**src/rtl/arm_pkg.sv**
```systemverilog
`default_nettype none
// ============================================================================
// Module      : arm_pkg
// Description : Shared types and constants for the ARM pipeline memory stage.
//               Holds the data-memory FSM state type, the memory map
//               defaults and the range-check helper.
// Revision    : 1.0 - initial release
// ============================================================================
package arm_pkg;

  typedef enum logic [1:0] {
    IDLE = 2'd0,
    BUSY = 2'd1,
    DONE = 2'd2
  } dmem_state_t;

  localparam logic [31:0] DMEM_BASE_ADDR = 32'd1024;
  localparam int          DMEM_DEPTH     = 64;

  // Range check done in 33 bits so neither the lower bound (addresses below
  // base) nor the upper bound (base + 4*depth near 2^32) can wrap.
  function automatic logic dmem_in_range(input logic [31:0] addr,
                                         input logic [31:0] base,
                                         input int          depth);
    logic [32:0] a;
    logic [32:0] lo;
    logic [32:0] hi;
    a  = {1'b0, addr};
    lo = {1'b0, base};
    hi = lo + (33'(depth) << 2);
    return (a >= lo) && (a < hi);
  endfunction

endpackage
`default_nettype wire

```
**src/rtl/data_mem_ctrl_if.sv**
```systemverilog
`default_nettype none
// ============================================================================
// Module      : data_mem_ctrl_if
// Description : Memory-stage bus between the execute-stage register (master)
//               and the data-memory controller (slave).
// Revision    : 1.0 - initial release
// ============================================================================
interface data_mem_ctrl_if;
  logic        mem_read;
  logic        mem_write;
  logic [31:0] addr;
  logic [31:0] wdata;
  logic [31:0] rdata;
  logic        ready;
  logic        freeze;
  logic        addr_err;

  modport master (
    output mem_read, mem_write, addr, wdata,
    input  rdata, ready, freeze, addr_err
  );

  modport slave (
    input  mem_read, mem_write, addr, wdata,
    output rdata, ready, freeze, addr_err
  );
endinterface
`default_nettype wire

```
**src/rtl/dmem_array.sv**
```systemverilog
`default_nettype none
// ============================================================================
// Module      : dmem_array
// Description : Single-port 32-bit word RAM, synchronous write, asynchronous
//               read. Contents are not reset.
// Revision    : 1.0 - initial release
// ============================================================================
module dmem_array #(
  parameter int DEPTH = 64,
  parameter int AW    = 6
) (
  input  logic          clk,
  input  logic          we,
  input  logic [AW-1:0] addr,
  input  logic [31:0]   wdata,
  output logic [31:0]   rdata
);

  logic [31:0] r_mem [DEPTH];

  // Word write on the rising edge when enabled.
  always_ff @(posedge clk) begin
    if (we) begin
      r_mem[addr] <= wdata;
    end
  end

  assign rdata = r_mem[addr];

endmodule
`default_nettype wire

```
**src/rtl/data_mem_ctrl.sv**
```systemverilog
`default_nettype none
// ============================================================================
// Module      : data_mem_ctrl
// Description : Memory-stage data-memory controller. With DMEM_WAIT_EN
//               defined it models a slow store with WAIT_CYCLES wait states
//               and stalls the pipeline through freeze; otherwise it is a
//               zero-wait memory with combinational load data.
// Revision    : 1.0 - initial release
// ============================================================================
module data_mem_ctrl
  import arm_pkg::*;
#(
  parameter int          WAIT_CYCLES = 4,
  parameter int          DEPTH       = DMEM_DEPTH,
  parameter logic [31:0] BASE_ADDR   = DMEM_BASE_ADDR
) (
  input  logic           clk,
  input  logic           rst,
  data_mem_ctrl_if.slave bus
);

  localparam int AW    = (DEPTH > 1) ? $clog2(DEPTH) : 1;
  localparam int CNT_W = (WAIT_CYCLES > 1) ? $clog2(WAIT_CYCLES) : 1;

  logic          w_req;
  logic          w_arr_we;
  logic [AW-1:0] w_arr_idx;
  logic [31:0]   w_arr_wdata;
  logic [31:0]   w_arr_rdata;

  // Byte address to word index; the low two address bits drop out here.
  function automatic logic [AW-1:0] word_idx(input logic [31:0] a);
    return AW'((a - BASE_ADDR) >> 2);
  endfunction

  assign w_req = bus.mem_read | bus.mem_write;

  dmem_array #(
    .DEPTH (DEPTH),
    .AW    (AW)
  ) u_array (
    .clk   (clk),
    .we    (w_arr_we),
    .addr  (w_arr_idx),
    .wdata (w_arr_wdata),
    .rdata (w_arr_rdata)
  );

`ifdef DMEM_WAIT_EN
  dmem_state_t      r_state;
  dmem_state_t      w_state_nxt;
  logic [CNT_W-1:0] r_cnt;
  logic [CNT_W-1:0] w_cnt_nxt;
  logic [31:0]      r_addr;
  logic [31:0]      r_wdata;
  logic [31:0]      r_rdata;
  logic             r_is_store;
  logic             r_err;
  logic             w_capture;
  logic             w_finish;
  logic             w_in_range;

  // Everything after capture works on the latched operands, so the
  // execute stage may change its outputs while the access is in flight.
  assign w_in_range  = dmem_in_range(r_addr, BASE_ADDR, DEPTH);
  assign w_arr_idx   = word_idx(r_addr);
  assign w_arr_wdata = r_wdata;
  // Reset on the completing edge aborts the store as well.
  assign w_arr_we    = w_finish & r_is_store & w_in_range & ~rst;

  // State, counter, captured operands and completion results.
  always_ff @(posedge clk) begin
    if (rst) begin
      r_state    <= IDLE;
      r_cnt      <= '0;
      r_addr     <= '0;
      r_wdata    <= '0;
      r_is_store <= 1'b0;
      r_rdata    <= '0;
      r_err      <= 1'b0;
    end else begin
      r_state <= w_state_nxt;
      r_cnt   <= w_cnt_nxt;
      if (w_capture) begin
        r_addr     <= bus.addr;
        r_wdata    <= bus.wdata;
        r_is_store <= bus.mem_write;
      end
      if (w_finish) begin
        r_err <= ~w_in_range;
        if (!r_is_store) begin
          r_rdata <= w_in_range ? w_arr_rdata : '0;
        end
      end
    end
  end

  // Next-state and counter logic; completion fires on the last BUSY cycle.
  always_comb begin
    w_state_nxt = r_state;
    w_cnt_nxt   = r_cnt;
    w_capture   = 1'b0;
    w_finish    = 1'b0;
    case (r_state)
      IDLE: begin
        if (w_req) begin
          w_capture   = 1'b1;
          w_cnt_nxt   = CNT_W'(WAIT_CYCLES - 1);
          w_state_nxt = BUSY;
        end
      end
      BUSY: begin
        if (r_cnt != '0) begin
          w_cnt_nxt = r_cnt - CNT_W'(1);
        end else begin
          w_finish    = 1'b1;
          w_state_nxt = DONE;
        end
      end
      DONE:    w_state_nxt = IDLE;
      default: w_state_nxt = IDLE;
    endcase
  end

  assign bus.ready    = (r_state == DONE);
  assign bus.addr_err = (r_state == DONE) & r_err;
  // Dropping freeze in DONE lets the pipeline advance at the end of DONE.
  assign bus.freeze   = w_req & (r_state != DONE);
  assign bus.rdata    = r_rdata;
`else
  logic w_in_range;

  assign w_in_range   = dmem_in_range(bus.addr, BASE_ADDR, DEPTH);
  assign w_arr_idx    = word_idx(bus.addr);
  assign w_arr_wdata  = bus.wdata;
  assign w_arr_we     = bus.mem_write & w_in_range & ~rst;
  assign bus.ready    = w_req;
  assign bus.freeze   = 1'b0;
  assign bus.addr_err = w_req & ~w_in_range;
  // A store wins when both controls are high, so only a pure load returns data.
  assign bus.rdata    = (bus.mem_read & ~bus.mem_write & w_in_range) ? w_arr_rdata : '0;
`endif

endmodule
`default_nettype wire

```
**src/flat_wrapper.sv**
```systemverilog
// flat-port wrapper written by rule: the top's interface ports become plain ports
module data_mem_ctrl_flat import arm_pkg::*;
#(
  parameter int          WAIT_CYCLES = 4,
  parameter int          DEPTH       = DMEM_DEPTH,
  parameter logic [31:0] BASE_ADDR   = DMEM_BASE_ADDR
)
  (clk, rst, bus_mem_read, bus_mem_write, bus_addr, bus_wdata, bus_rdata, bus_ready, bus_freeze, bus_addr_err);
  data_mem_ctrl_if bus_i ();
  input  logic clk;
  input  logic rst;
  input wire logic [$bits(bus_i.mem_read)-1:0] bus_mem_read;
  input wire logic [$bits(bus_i.mem_write)-1:0] bus_mem_write;
  input wire logic [$bits(bus_i.addr)-1:0] bus_addr;
  input wire logic [$bits(bus_i.wdata)-1:0] bus_wdata;
  output wire logic [$bits(bus_i.rdata)-1:0] bus_rdata;
  output wire logic [$bits(bus_i.ready)-1:0] bus_ready;
  output wire logic [$bits(bus_i.freeze)-1:0] bus_freeze;
  output wire logic [$bits(bus_i.addr_err)-1:0] bus_addr_err;
  assign bus_i.mem_read = bus_mem_read;
  assign bus_i.mem_write = bus_mem_write;
  assign bus_i.addr = bus_addr;
  assign bus_i.wdata = bus_wdata;
  assign bus_rdata = bus_i.rdata;
  assign bus_ready = bus_i.ready;
  assign bus_freeze = bus_i.freeze;
  assign bus_addr_err = bus_i.addr_err;
  data_mem_ctrl #(.WAIT_CYCLES(WAIT_CYCLES), .DEPTH(DEPTH), .BASE_ADDR(BASE_ADDR)) u_core (.clk(clk), .rst(rst), .bus(bus_i));
endmodule
```
**config.mk**
```make
export PLATFORM = sky130hd
export DESIGN_NAME = data_mem_ctrl_flat
export DESIGN_NICKNAME = d
export VERILOG_FILES = /design/src/rtl/arm_pkg.sv /design/src/rtl/data_mem_ctrl_if.sv /design/src/rtl/dmem_array.sv /design/src/rtl/data_mem_ctrl.sv /design/src/flat_wrapper.sv
export SDC_FILE = /design/constraint.sdc
export NUM_CORES = 2
export LEC_CHECK = 0
export ABC_AREA = 1
export BUFFER_PORTS_ARGS = -buffer_cell sky130_fd_sc_hd__buf_2
export CORE_ASPECT_RATIO = 0.6
export CORE_MARGIN = 2
export CORE_UTILIZATION = 60
export CTS_CLUSTER_SIZE = 12
export DETAILED_ROUTE_END_ITERATION = 16
export PLACE_DENSITY = 0.84
export SLEW_MARGIN = 5
export SYNTH_ARGS = -nofsm -noshare
export SYNTH_HDL_FRONTEND = slang
export SYNTH_HIERARCHICAL = 1
export SYNTH_SLANG_ARGS = --single-unit
```
**constraint.sdc**
```tcl
create_clock -name clk -period 5.7 [get_ports clk]
set_input_delay 0.57 -clock clk [delete_from_list [all_inputs] [get_ports clk]]
set_output_delay 0.57 -clock clk [all_outputs]
set_load 0.03 [all_outputs]
```
* Word level (Yosys, flattened, before mapping)
Memory sizes are Yosys's and may differ from the RTL's. Index checks and enable logic that the tools add are counted.
Cells by class: add/sub/neg operators 1, $mul 0, div/mod/pow operators 0, order comparisons 2, equality and inequality tests 0, shifts and indexed selects 0, muxes and demuxes 3, bitwise operators 9, reductions and logical operators 1
Operators with widths (number):
- >= comparator 32 x 11 -> 1 bit, second input constant | 1
- less-than comparator 32 x 11 -> 1 bit, second input constant | 1
- two-way mux 32 bit | 1
- subtractor 8 x 1 -> 8 bit, second input constant | 1
- bitwise AND 1 bit | 5
- NOT 1 bit | 3
- two-way mux 1 bit | 2
- logical AND 1 bit | 1
- bitwise OR 1 bit | 1
Word-level totals: bits in registers 0, latch bits 0, RAM bits 2048, memory bits (read-only) 0, bits of input ports 68, output and inout bits 35, memories 1
Memories:
- u_core.u_array.r_mem | words 64, width 32, read ports 1, clocked after memory_dff 0, wr ports 1, RTL line dmem_array.sv:19 | logic [31:0] r_mem [DEPTH];

* Depth between registers and ports, before layout
word-level depth 6, mapped depth 17, depth with buffers taken out 13

* Modules after synthesis
Netlist, hierarchy kept.
Modules (own cells, without submodules):
- dmem_array | instances 1, cells each 8408, area an instance 85862.3 um^2, sequential area each 61499.0 um^2
- data_mem_ctrl | instances 1, cells each 101, area an instance 524.3 um^2, sequential area each 0.0 um^2

* Worst setup path before layout
Ideal clock, no wire load.
kind input -> register, start input port bus_addr[23], end memory u_core.u_array.r_mem[41][0] (enable), library setup time 502 ps, data arrival time 4557 ps, required time 5198 ps, path slack 642 ps, stages on the path 8, path buffers 1, cells stage by stage nor2_1 -> nand2_1 -> nor2_2 -> nand3_1 -> nor2_1 -> clkbuf_1 -> inv_1 -> nor4_1
Between the ends: word-level cells in the longest chain between the ends 6, elaborated cells between the ends (all ways) 7, classes of those cells order compare (2); mux (2); bitwise (2); reduce/logical (1)
RTL lines:
- start: declaration | RTL line flat_wrapper.sv:14 | input wire logic [$bits(bus_i.addr)-1:0] bus_addr;
- >= comparator 32 x 11 -> 1 bit or less-than comparator 32 x 11 -> 1 bit (tied branches) | RTL line arm_pkg.sv:31 | return (a >= lo) && (a < hi);
- logical AND 1 bit (*) | RTL line arm_pkg.sv:31
- bitwise AND 1 bit (*) (2 in series) | RTL line data_mem_ctrl.sv:136 | assign w_arr_we = bus.mem_write & w_in_range & ~rst;
- net u_core.w_arr_we | RTL line data_mem_ctrl.sv:26 | logic w_arr_we;
- two-way mux 1 bit (*) | RTL line dmem_array.sv:23 | if (we) begin
- two-way mux 1 bit (not written as such) (*) | RTL line dmem_array.sv:24 | r_mem[addr] <= wdata;
- end: declaration | RTL line dmem_array.sv:19
The timed path passes the listed nets; every way through them passes the cells marked *.

* Final worst setup path
start input port bus_addr[2], end output port bus_rdata[11]
Between the ends: elaborated cells between the ends (all ways) 7, classes of those cells add/sub (1); order compare (2); mux (1); bitwise (1); reduce/logical (1); memory (1)
RTL lines:
- subtractor 8 x 1 -> 8 bit | RTL line data_mem_ctrl.sv:33 | return AW'((a - BASE_ADDR) >> 2);
- memory read (64 x 32 bit)
- net u_core.w_arr_rdata[11] | RTL line data_mem_ctrl.sv:29 | logic [31:0] w_arr_rdata;
- two-way mux 32 bit | RTL line data_mem_ctrl.sv:141 | assign bus.rdata = (bus.mem_read & ~bus.mem_write & w_in_range) ? w_arr_rdata : '0;
- end: declaration | RTL line flat_wrapper.sv:16 | output wire logic [$bits(bus_i.rdata)-1:0] bus_rdata;
The timed path passes the listed nets, and every way through them passes these cells.

==> metrics.cfg <==
[status]
status=finished clean

[layout]
areaGrowthSynthToFinish_pct=9.22
drive_gt1_share_pct=6.87
largest_reg_flops=2048
ff_latch_area_um2=61500
nets=8601
multi_input_area_um2=23200
top_register=u_core/u_array/r_mem
fin_area_um2=94300
stdcell_count=10500
fillers=9754
reg_top3=u_core/u_array/r_mem: 2048 flops

[worst_setup_path]
endpoint_kind=output pin
worstPathRequired_ns=5.13
criticalPathCategory=input pin to output pin
crit_path_start_kind=input pin
arrival_ns=4.08
path_max_fanout=161

[global_routing]
grt_overflow=0
grt_pass1_vias=58800
track_usage_pct=32.0
grt_max_degree=200
grt_pass1_wl_mm=351
antenna_found_initial=15

[logic_synthesis]
ys_seq_area_share_pct=71.2
synth.distinct_cells=24
syn_area_um2=86400
synthTopCellsByArea=edfxtp_1 (71%), nand2_1 (25%), buf_2 (1.4%)
yosysTopAreaCellShare_pct=71.2
syn_nets=8577
syn_avg_cell_area_um2=10.2
ys_ff_latch=2048
synth_cells=8509
yosys.area.top_type=edfxtp_1
ys_warn_count=6

[routing]
wl_mm=239
first_pass_iters=6
drt_iter0_drc=10500
detail-route-antenna-nets=0
drcViolationCount=0
num_vias=61800
via_per_inst=5.90
wl_per_cell_um=22.8

[timing]
max_freq_mhz=215
slew_headroom_pct=9.53
setup_tns_ns=0
hold_viol=0
period_minus_slack_ns=4.65
worst_pin_slew_ns=1.35
slew_viol_final=0
grt_setup_unrepaired=no
period_share_pct=81.6
setup-violations-final=0

[pwr]
power.density_nw_per_um2=315
p_leak_uw=0.0395
p_int_uw=23100
ir_drop_mv=0.273
power_uw=29700
p_comb_share_pct=6.3
pwr-share-seq_pct=55.8
pwr-share-clk_pct=37.9
switchingPower_uw=6630
p_sw_share_pct=22.3

[clock_network]
cts_tree=built
clock_path_buffers=3
root_buffer=clkbuf_16
cts_made_buffers=189
clock-sinks=2048
ctsResizeCount=0
clk_pin_slew_worst_paths_ns=0.06
cts_setup_buffers=0
holdBufCountCts=0
cts_max_level=4

[floorplan]
die_w_um=494
core-area_um2=142000
dieHeight_um=298
io_pins=103
start_util_pct=60.6
dieArea_um2=147000
row_count=107

[placed_design]
place_hpwl_mm=127
port_buffers=99
dp.cells=10200
place_congestion=0.884
postPlaceCellArea_um2=89300

[worst_hold_path]
hold_class=input pin to flop

[flow_run]
maxCapViolations=0

synthesized netlist by cell type:
cell and instances:
inv_1 52, nand4_1 2, o211ai_1 5, clkbuf_1 136, nor2_2 30, buf_1 27
nand4_4 1, edfxtp_1 2048, inv_2 14, o21ai_1 2, nor2_4 3, buf_6 7
o21ai_0 5, buf_4 12, conb_1 1, nor4_1 2, nand3_1 14, nor3_2 7
or2_1 1, nand2_1 5736, nor2_1 153, buf_2 244, or2_2 6, nor3_1 1
critical path, stage by stage:
cell and delay (ns):
buf_8 0.51, inv_8 0.36, buf_12 0.33, nand2_1 0.17, nand2_1 0.06, nand2_1 0.05
nand2_1 0.09, nand2_1 0.07, nand2_1 0.11, nand2_1 0.13, nand2_1 0.27, nor2_1 0.46
nand2_1 0.20, inv_1 0.13, nor2_2 0.04, buf_2 0.20
metal layers:
| metal | GRT usage [%] | part of all wire (%) |
|---|---|---|
| met5 | 0 | 0.014 |
| met4 | 14.3 | 4.4 |
| met3 | 9.98 | 17 |
| met2 | 46.6 | 43 |
| met1 | 44.6 | 35 |
power by group through the flow:
stage,clock [µW],sequential [µW],combinational [µW]
3_3_place_gp,0,16900,1730
5_1_grt,11800,16600,2020
3_5_place_dp,0,16900,1790
2_1_floorplan,0,16900,1030
4_1_cts,11300,16600,1810
6_report,11200,16600,1880
metrics by stage:
stage	hold slack, ns	utilization, %	setup slack, ns
after global placement	1.27	62.7	1.12
after detailed placement	1.29	62.7	1.08
final	0.471	66.2	1.05
after floorplan	0.669	-	0.642
after CTS	0.436	66.2	1.20
after global routing	0.485	66.2	0.930
cell type report:
class                      instances  share of cell area (%)
sequential                      2048                    65.2
multi-input combinational       5969                    24.6
clock buffer                     208                    5.29
tap                             1907                    2.53
timing repair buffer             259                    2.08
inverter                          66                   0.286
clock inverter                     8                  0.0663
antenna                            4                  0.0106
path summary, 6_finish.rpt:
kind              slack (ns)                           to    startpoint  cells after the start
hold / removal          0.47  u_core/u_array/r_mem[48][4]  bus_wdata[4]                      2
setup / recovery        1.05                bus_rdata[11]   bus_addr[2]                     16
cells in the final DEF (no fill, tap or decap), types with 10 or more instances in the layout:
cell type / n
clkbuf_16: 198
nor2_1: 91
inv_1: 52
buf_2: 96
edfxtp_1: 2048
nand2_1: 5736
nand3_1: 14
nor2_2: 30
buf_12: 19
buf_4: 141
inv_2: 11
clkbuf_1: 10
nor2_4: 65
cells by family (layout without fill, tap and decap cells):
| group | after synthesis | in the layout | share of synthesized area, % |
|---|---|---|---|
| flops | 2048 | 2048 | 71.2 |
| buf+inv | 492 | 541 | 2.60 |
| other cells | 1 | 5 | 0.00434 |
| simple gates | 5956 | 5956 | 26.1 |
| compound gates | 12 | 12 | 0.0840 |
Power figures use the tool's default switching activity.
